$ cat src/rtl/dot_product_accum.sv
// Operand feeder and per-frame accumulator for the mult8x8 pipelined multiplier.
// Valid/last ride a delay line matched to the multiplier so each product meets its own tag.
module dot_product_accum #(
  parameter int MULT_LATENCY = 5,
  parameter int ACC_WIDTH    = 24,
  parameter int CNT_WIDTH    = 8
) (
  input  logic                 clk,
  input  logic                 rst,
  input  logic                 in_valid,
  input  logic                 in_last,
  input  logic [7:0]           in_a,
  input  logic [7:0]           in_b,
  output logic [7:0]           mult_a,
  output logic [7:0]           mult_b,
  input  logic [15:0]          mult_p,
  output logic                 acc_valid,
  output logic [ACC_WIDTH-1:0] acc_out,
  output logic [CNT_WIDTH-1:0] term_count,
  output logic                 overflow,
  output logic                 busy
);

  logic [MULT_LATENCY-1:0] dl_v;
  logic [MULT_LATENCY-1:0] dl_l;
  logic                    tap_v;
  logic                    tap_l;

  logic [ACC_WIDTH-1:0]    acc;
  logic [CNT_WIDTH-1:0]    cnt;
  logic                    sticky;
  logic                    first;

  logic [ACC_WIDTH-1:0]    acc_base;
  logic [ACC_WIDTH:0]      sum;
  logic [CNT_WIDTH-1:0]    cnt_next;
  logic                    ovf_next;

  // Gating keeps the multiplier inputs quiet when nothing valid is offered.
  assign mult_a = in_valid ? in_a : 8'd0;
  assign mult_b = in_valid ? in_b : 8'd0;

  assign tap_v = dl_v[MULT_LATENCY-1];
  assign tap_l = dl_l[MULT_LATENCY-1];

  always_ff @(posedge clk or posedge rst) begin
    if (rst) begin
      dl_v <= '0;
      dl_l <= '0;
    end else begin
      dl_v[0] <= in_valid;
      dl_l[0] <= in_valid & in_last;
      for (int i = 1; i < MULT_LATENCY; i++) begin
        dl_v[i] <= dl_v[i-1];
        dl_l[i] <= dl_l[i-1];
      end
    end
  end

  // The first term of a frame replaces stale state instead of adding to it.
  always_comb begin
    acc_base = first ? '0 : acc;
    sum      = {1'b0, acc_base} + {{(ACC_WIDTH-15){1'b0}}, mult_p};
    ovf_next = (first ? 1'b0 : sticky) | sum[ACC_WIDTH];
    if (first) begin
      cnt_next = CNT_WIDTH'(1);
    end else if (cnt == {CNT_WIDTH{1'b1}}) begin
      cnt_next = cnt;
    end else begin
      cnt_next = cnt + CNT_WIDTH'(1);
    end
  end

  always_ff @(posedge clk or posedge rst) begin
    if (rst) begin
      acc        <= '0;
      cnt        <= '0;
      sticky     <= 1'b0;
      first      <= 1'b1;
      acc_valid  <= 1'b0;
      acc_out    <= '0;
      term_count <= '0;
      overflow   <= 1'b0;
    end else begin
      acc_valid <= 1'b0;
      if (tap_v) begin
        acc    <= sum[ACC_WIDTH-1:0];
        sticky <= ovf_next;
        cnt    <= cnt_next;
        first  <= tap_l;
        if (tap_l) begin
          acc_out    <= sum[ACC_WIDTH-1:0];
          overflow   <= ovf_next;
          term_count <= cnt_next;
          acc_valid  <= 1'b1;
        end
      end
    end
  end

  assign busy = (|dl_v) | ~first;

endmodule

$ cat config.mk
export PLATFORM = sky130hd
export DESIGN_NAME = dot_product_accum
export DESIGN_NICKNAME = d
export VERILOG_FILES = /design/src/rtl/dot_product_accum.sv
export SDC_FILE = /design/constraint.sdc
export NUM_CORES = 1
export LEC_CHECK = 0
export CAP_MARGIN = 20
export CORE_MARGIN = 10
export CORE_UTILIZATION = 39
export CTS_CLUSTER_SIZE = 24
export DETAILED_ROUTE_END_ITERATION = 7
export PLACE_DENSITY_LB_ADDON = 0.15
export SLEW_MARGIN = 30
export SYNTH_ARGS = -nofsm -noshare
export SYNTH_HDL_FRONTEND = slang
export SYNTH_SLANG_ARGS = --single-unit
$ cat constraint.sdc
create_clock -name clk -period 9.2 [get_ports clk]
set_input_delay 0.92 -clock clk [delete_from_list [all_inputs] [get_ports clk]]
set_output_delay 0.92 -clock clk [all_outputs]
set_load 0.02 [all_outputs]
Yosys cells after proc, flatten, opt, wreduce, memory -nomap -nowiden
Index checks and enable logic that the tools add are counted.
{"block": "totals", "regBits": 78, "in_bits": 36, "out_inout_bits": 51, "word_cells": 27}
{"block": "classes", "n_addsub": 2, "eq_ne": 1, "n_mux": 8, "n_bitwise": 4, "reduce_logical": 2}
{"cell": "2-to-1 mux 8 bit", "count": 4}
{"cell": "adder 24 x 16 -> 25 bit", "count": 1}
{"cell": "2-to-1 mux 24 bit", "count": 1}
{"cell": "adder 8 x 1 -> 8 bit (second input constant)", "count": 1}
{"cell": "== test 8 bit (second input constant)", "count": 1}
{"cell": "OR reduction 5 bit", "count": 1}
{"cell": "2-to-1 mux 1 bit", "count": 3}
{"cell": "bitwise OR 1 bit", "count": 2}
{"cell": "AND reduction 2 bit", "count": 1}
{"cell": "bitwise AND 1 bit", "count": 1}
{"cell": "NOT 1 bit", "count": 1}

Longest topological paths before layout
{"block": "logic_depth", "word_depth": 3, "ltp_mapped": 11, "mapped_depth_nobuf": 9}

Worst setup path before layout
No wires, ideal clock.
{"block": "synth_timing", "path_kind": "reg-to-reg", "startpoint": "reg first", "endpoint": "reg acc[16]", "setup_ps": 142, "t_arrival_ps": 2931, "required_ps": 9058, "setup_slack_ps": 6127, "path_stages_with_launch": 12, "n_path_buf": 2, "synth_period_minus_slack_ps": 3073, "cell_sequence": "dfstp_2 > clkbuf_1 > clkbuf_1 > nor2b_1 > ha_1 > fa_1 > a21oi_1 > o211ai_2 > a31o_2 > a211o_1 > a21oi_1 > o221ai_1"}
{"block": "synth_between", "elab_chain_len": 2}
{"element": "start: declaration", "line": "32", "rtl": "logic first;"}
{"element": "start signal: assignment", "line": "90", "rtl": "first <= tap_l;"}
{"element": "2-to-1 mux 24 bit", "line": "62", "rtl": "acc_base = first ? '0 : acc;"}
{"element": "adder 24 x 16 -> 25 bit", "line": "63", "rtl": "sum = {1'b0, acc_base} + {{(ACC_WIDTH-15){1'b0}}, mult_p};"}
{"element": "end signal: assignment", "line": "87", "rtl": "acc <= sum[ACC_WIDTH-1:0];"}
{"element": "end: declaration", "line": "29", "rtl": "logic [ACC_WIDTH-1:0] acc;"}
No other way between the ends.
A chain may end at the register's enable or synchronous reset.

Final worst setup path
Same ends and word-level chain as after synthesis.

==> metrics.log <==
[metrics] run status: completed
[metrics] total power of the final layout: 1.583 mW
[metrics] global-route wire length before repair: roughly 18000 um
[metrics] share of layout cells above drive strength 1: 0.1073
[metrics] total power density per cell area: approximately 290 mW/mm^2
[metrics] residual antenna-violating net count after detailed routing: 0
[metrics] Leakage Power: roughly 2.4 nW
[metrics] maximum fanout encountered on the critical timing path: 38
[metrics] ports placed on the boundary: 87
[metrics] Period minus WS final: 3.373 ns
[metrics] # placed instances: 655
[metrics] Syn Area/Cell: between 9 and 10 um^2
[metrics] proportion of synthesized flip-flops having asynchronous set or reset: 1.000
[metrics] area share of the leading cell type in the synthesized netlist: 0.4466
[metrics] Netlist Area Pre-Place: 0.004314 mm^2
[metrics] part of the total power dissipated in the clock network: 0.184
[metrics] post-detailed-placement cell area: 0.005300 mm^2
[metrics] maximum level of the CTS H-tree: 3
[metrics] Setup Buffers After CTS: 0
[metrics] synthesized netlist cell count: about 450
[metrics] startpoint type of the worst setup path: flip-flop
[metrics] cell type contributing the most total cell area after synthesis: sky130_fd_sc_hd__dfrtp_1
[metrics] final instance area: about 0.0055 mm^2
[metrics] critical path class: flip-flop to flip-flop
[metrics] global placer's final weighted congestion: 0.8264
[metrics] capturing element type of the critical path: flip-flop
[metrics] number of filler cells placed in the layout: around 1000
[metrics] Most used DFF post-synth: sky130_fd_sc_hd__dfrtp_1
[metrics] placeable core region: between 0.01 and 0.015 mm^2
[metrics] Worst slew margin: 0.5021
[metrics] maximum number of pins on one net before global-route repair: 79
[metrics] number of synthesized flops with an enable pin: 0
[metrics] required time of the critical path: ~9.5 ns
[metrics] overall track demand over capacity in global routing: 0.1362
[metrics] insertion delay of the later-clocked pin in the worst-skew pair: between 0.3 and 0.4 ns
[metrics] total of buffers placed on input and output ports: 86
[metrics] CTS hold repair buffers: 0
[metrics] antenna violations before repair: 0
[metrics] Final Hold Vio Count: 0
[metrics] aggregate negative setup slack: 0 ns
[metrics] Vert. Die Dim: ~130 um
[metrics] # resized after CTS: 0
[metrics] final HPWL from detailed placement: around 7600 um
[metrics] Cell Rows: 38
[metrics] TritonCTS clock tree: yes
[metrics] Synth Register Bits: 78
[metrics] DRC errors left: 0
[metrics] count of distinct cell types in the synthesized netlist: 57
[metrics] maximum vdd ir drop: around 0.00013 V
[metrics] Reg power frac: 0.335
[metrics] worst slew pin tran: 0.7468 ns
[metrics] NumNets Final: between 500 and 600
[metrics] aggregate global routing overflow: 0
[metrics] wire length per cell: between 15 and 20 um
[metrics] Longest Clk Path Bufs: 2
[metrics] Final Skew: 0.01078 ns
[metrics] unrepaired setup endpoints after global routing: false
[metrics] synthesized net count: 500
[metrics] dominant cells by area after synthesis: sky130_fd_sc_hd__dfrtp_1 45%, sky130_fd_sc_hd__mux2_2 6.0%, sky130_fd_sc_hd__ha_1 4.9%
[metrics] Final Instance Count excl. Fillers: 671
[metrics] clock sink total: ~80
[metrics] violation count after the first detailed-route iteration: between 200 and 250
[metrics] combinational group share of total power: 0.481
[metrics] growth of design area from synthesis to finish: 27.96%
[metrics] Pins Over Slew Limit: 0
[metrics] Final setup viols: 0
[metrics] initial cell density of the core: 0.3980
[metrics] crit share post-route: 0.3666
[metrics] Switching Power: between 0.6 and 0.7 mW
[metrics] DR pass1 iterations: 4
[metrics] number of vias per cell after detailed routing: between 5 and 6
[metrics] Net Sw Frac: 0.3873
[metrics] number of antenna cells inserted: 0
[metrics] number of synthesis warnings: 0
[metrics] via count: between 3000 and 4000
[metrics] CTS root buf: sky130_fd_sc_hd__clkbuf_8
[metrics] max-cap violation count: 0
[metrics] HP Class: flip-flop to flip-flop
[metrics] arrival time worst endpoint: between 3 and 4 ns
[metrics] wire length after detailed routing: 10610 um
[metrics] share of the yosys chip area belonging to registers: 0.4527
[metrics] DIE WIDTH: 125.2 um
[metrics] Num CTS Buffers: 9
[metrics] maximum achievable frequency: 296.5 MHz
[metrics] vias in the first global route: approximately 3600
[metrics] internal power of the cells: a little under 1 mW
[metrics] clock slew seen by the registers of the worst setup and hold paths: 0.09 ns
[metrics] Total Die Area: around 0.016 mm^2
through the flow:
stage	worst slack (ns)	utilization	hold slack (ns)
2_1_floorplan	6.127	-	0.3312
3_3_place_gp	5.697	0.4886	0.3338
3_5_place_dp	5.647	0.4889	0.3373
4_1_cts	5.797	0.5092	0.3572
5_1_grt	5.570	0.5092	0.3701
6_report	5.827	0.5092	0.3551
logic make-up after synthesis:
| logic type | share of synthesized area |
|---|---|
| buffers and inverters | 0.03016 |
| adder cells (fa/ha/maj) | 0.05394 |
| AND/OR/NAND/NOR | 0.1824 |
| multiplexers | 0.06583 |
| AO/OA/AOI/OAI | 0.1784 |
| XOR/XNOR | 0.03654 |
| flip-flops | 0.4527 |
power groups by stage:
stage               Combinational (mW)  Clock, mW  Sequential [mW]
floorplan                        0.462          0            0.590
global placement                 0.755          0            0.535
detailed placement               0.763          0            0.538
CTS                              0.768      0.298            0.532
global route                     0.847      0.310            0.550
finish                           0.761      0.291            0.531
sequential cells by signal, indices dropped and copies added, names as in the netlist:
| signal | cells |
|---|---|
| dl_l | 5 |
| acc_out | 24 |
| acc_valid | 1 |
| acc | 24 |
| overflow | 1 |
| first | 1 |
| sticky | 1 |
| cnt | 8 |
| dl_v | 5 |
| term_count | 8 |
worst paths after layout:
path                          from    endpoint  slack (ns)  depth (start not counted)
max                          first     acc[16]        5.83                          9
min                        dl_l[2]     dl_l[3]        0.36                          0
max reg2reg                  first     acc[16]        5.83                          9
min reg2reg                dl_l[2]     dl_l[3]        0.36                          0
max in group asynchronous      rst     acc[11]        7.65                          3
min in group asynchronous      rst  acc_out[0]        1.06                          3
worst max-delay path: stages, from the launching register on:
cell and delay [ns]:
sky130_fd_sc_hd__dfstp_2 1.03, sky130_fd_sc_hd__nor2b_1 0.11, sky130_fd_sc_hd__ha_1 0.24, sky130_fd_sc_hd__fa_1 0.41, sky130_fd_sc_hd__a21oi_1 0.27, sky130_fd_sc_hd__o211ai_2 0.18
sky130_fd_sc_hd__a31o_2 0.28, sky130_fd_sc_hd__a211o_1 0.31, sky130_fd_sc_hd__a21oi_1 0.24, sky130_fd_sc_hd__o221ai_1 0.16
cells in the mapped netlist (all sizes together), types with 3 or more instances:
| library cell | instances |
|---|---|
| mux2 | 24 |
| o21a | 3 |
| buf | 8 |
| a31o | 3 |
| nand4 | 5 |
| nor2 | 27 |
| dfrtp | 77 |
| ha | 17 |
| o21ai | 21 |
| inv | 14 |
| and3 | 11 |
| a211oi | 3 |
| o31ai | 10 |
| a211o | 3 |
| a22o | 3 |
| o211ai | 8 |
| nand3 | 22 |
| a21oi | 32 |
| and2 | 20 |
| a31oi | 6 |
| nor3 | 3 |
| a21o | 5 |
| nand2 | 46 |
| clkbuf | 12 |
| nor2b | 18 |
| xor2 | 7 |
| xnor2 | 11 |
placed cells by master (no fill, tap or decap), drive strengths merged, types with 5 or more instances in the layout:
cell / n
clkdlybuf4s50: 86
dfrtp: 77
nand2: 46
a21oi: 32
nor2: 27
mux2: 24
nand3: 22
o21ai: 21
and2: 20
nor2b: 18
ha: 17
inv: 14
and3: 11
xnor2: 11
o31ai: 10
clkbuf: 9
o211ai: 8
xor2: 7
a31oi: 6
a21o: 5
nand4: 5
per-layer routing:
metal	vias up	share of wire	GRT usage
li1	1758	-	-
met1	1663	0.49	0.1742
met2	105	0.42	0.2043
met3	12	0.082	0.05408
met4	0	0.014	0.04675
met5	-	0	0
area by class of cell:
class	instances	area, um^2	area share
repair buffers	89	887.1	0.1607
multi-input cells	334	2231	0.4041
well taps	140	175.2	0.03173
flip-flops and latches	78	1953	0.3538
inverters	14	53.80	0.009746
clock inverters	7	96.34	0.01745
clock buffers	9	123.9	0.02244
No activity file was read; power rests on OpenSTA's default activity.
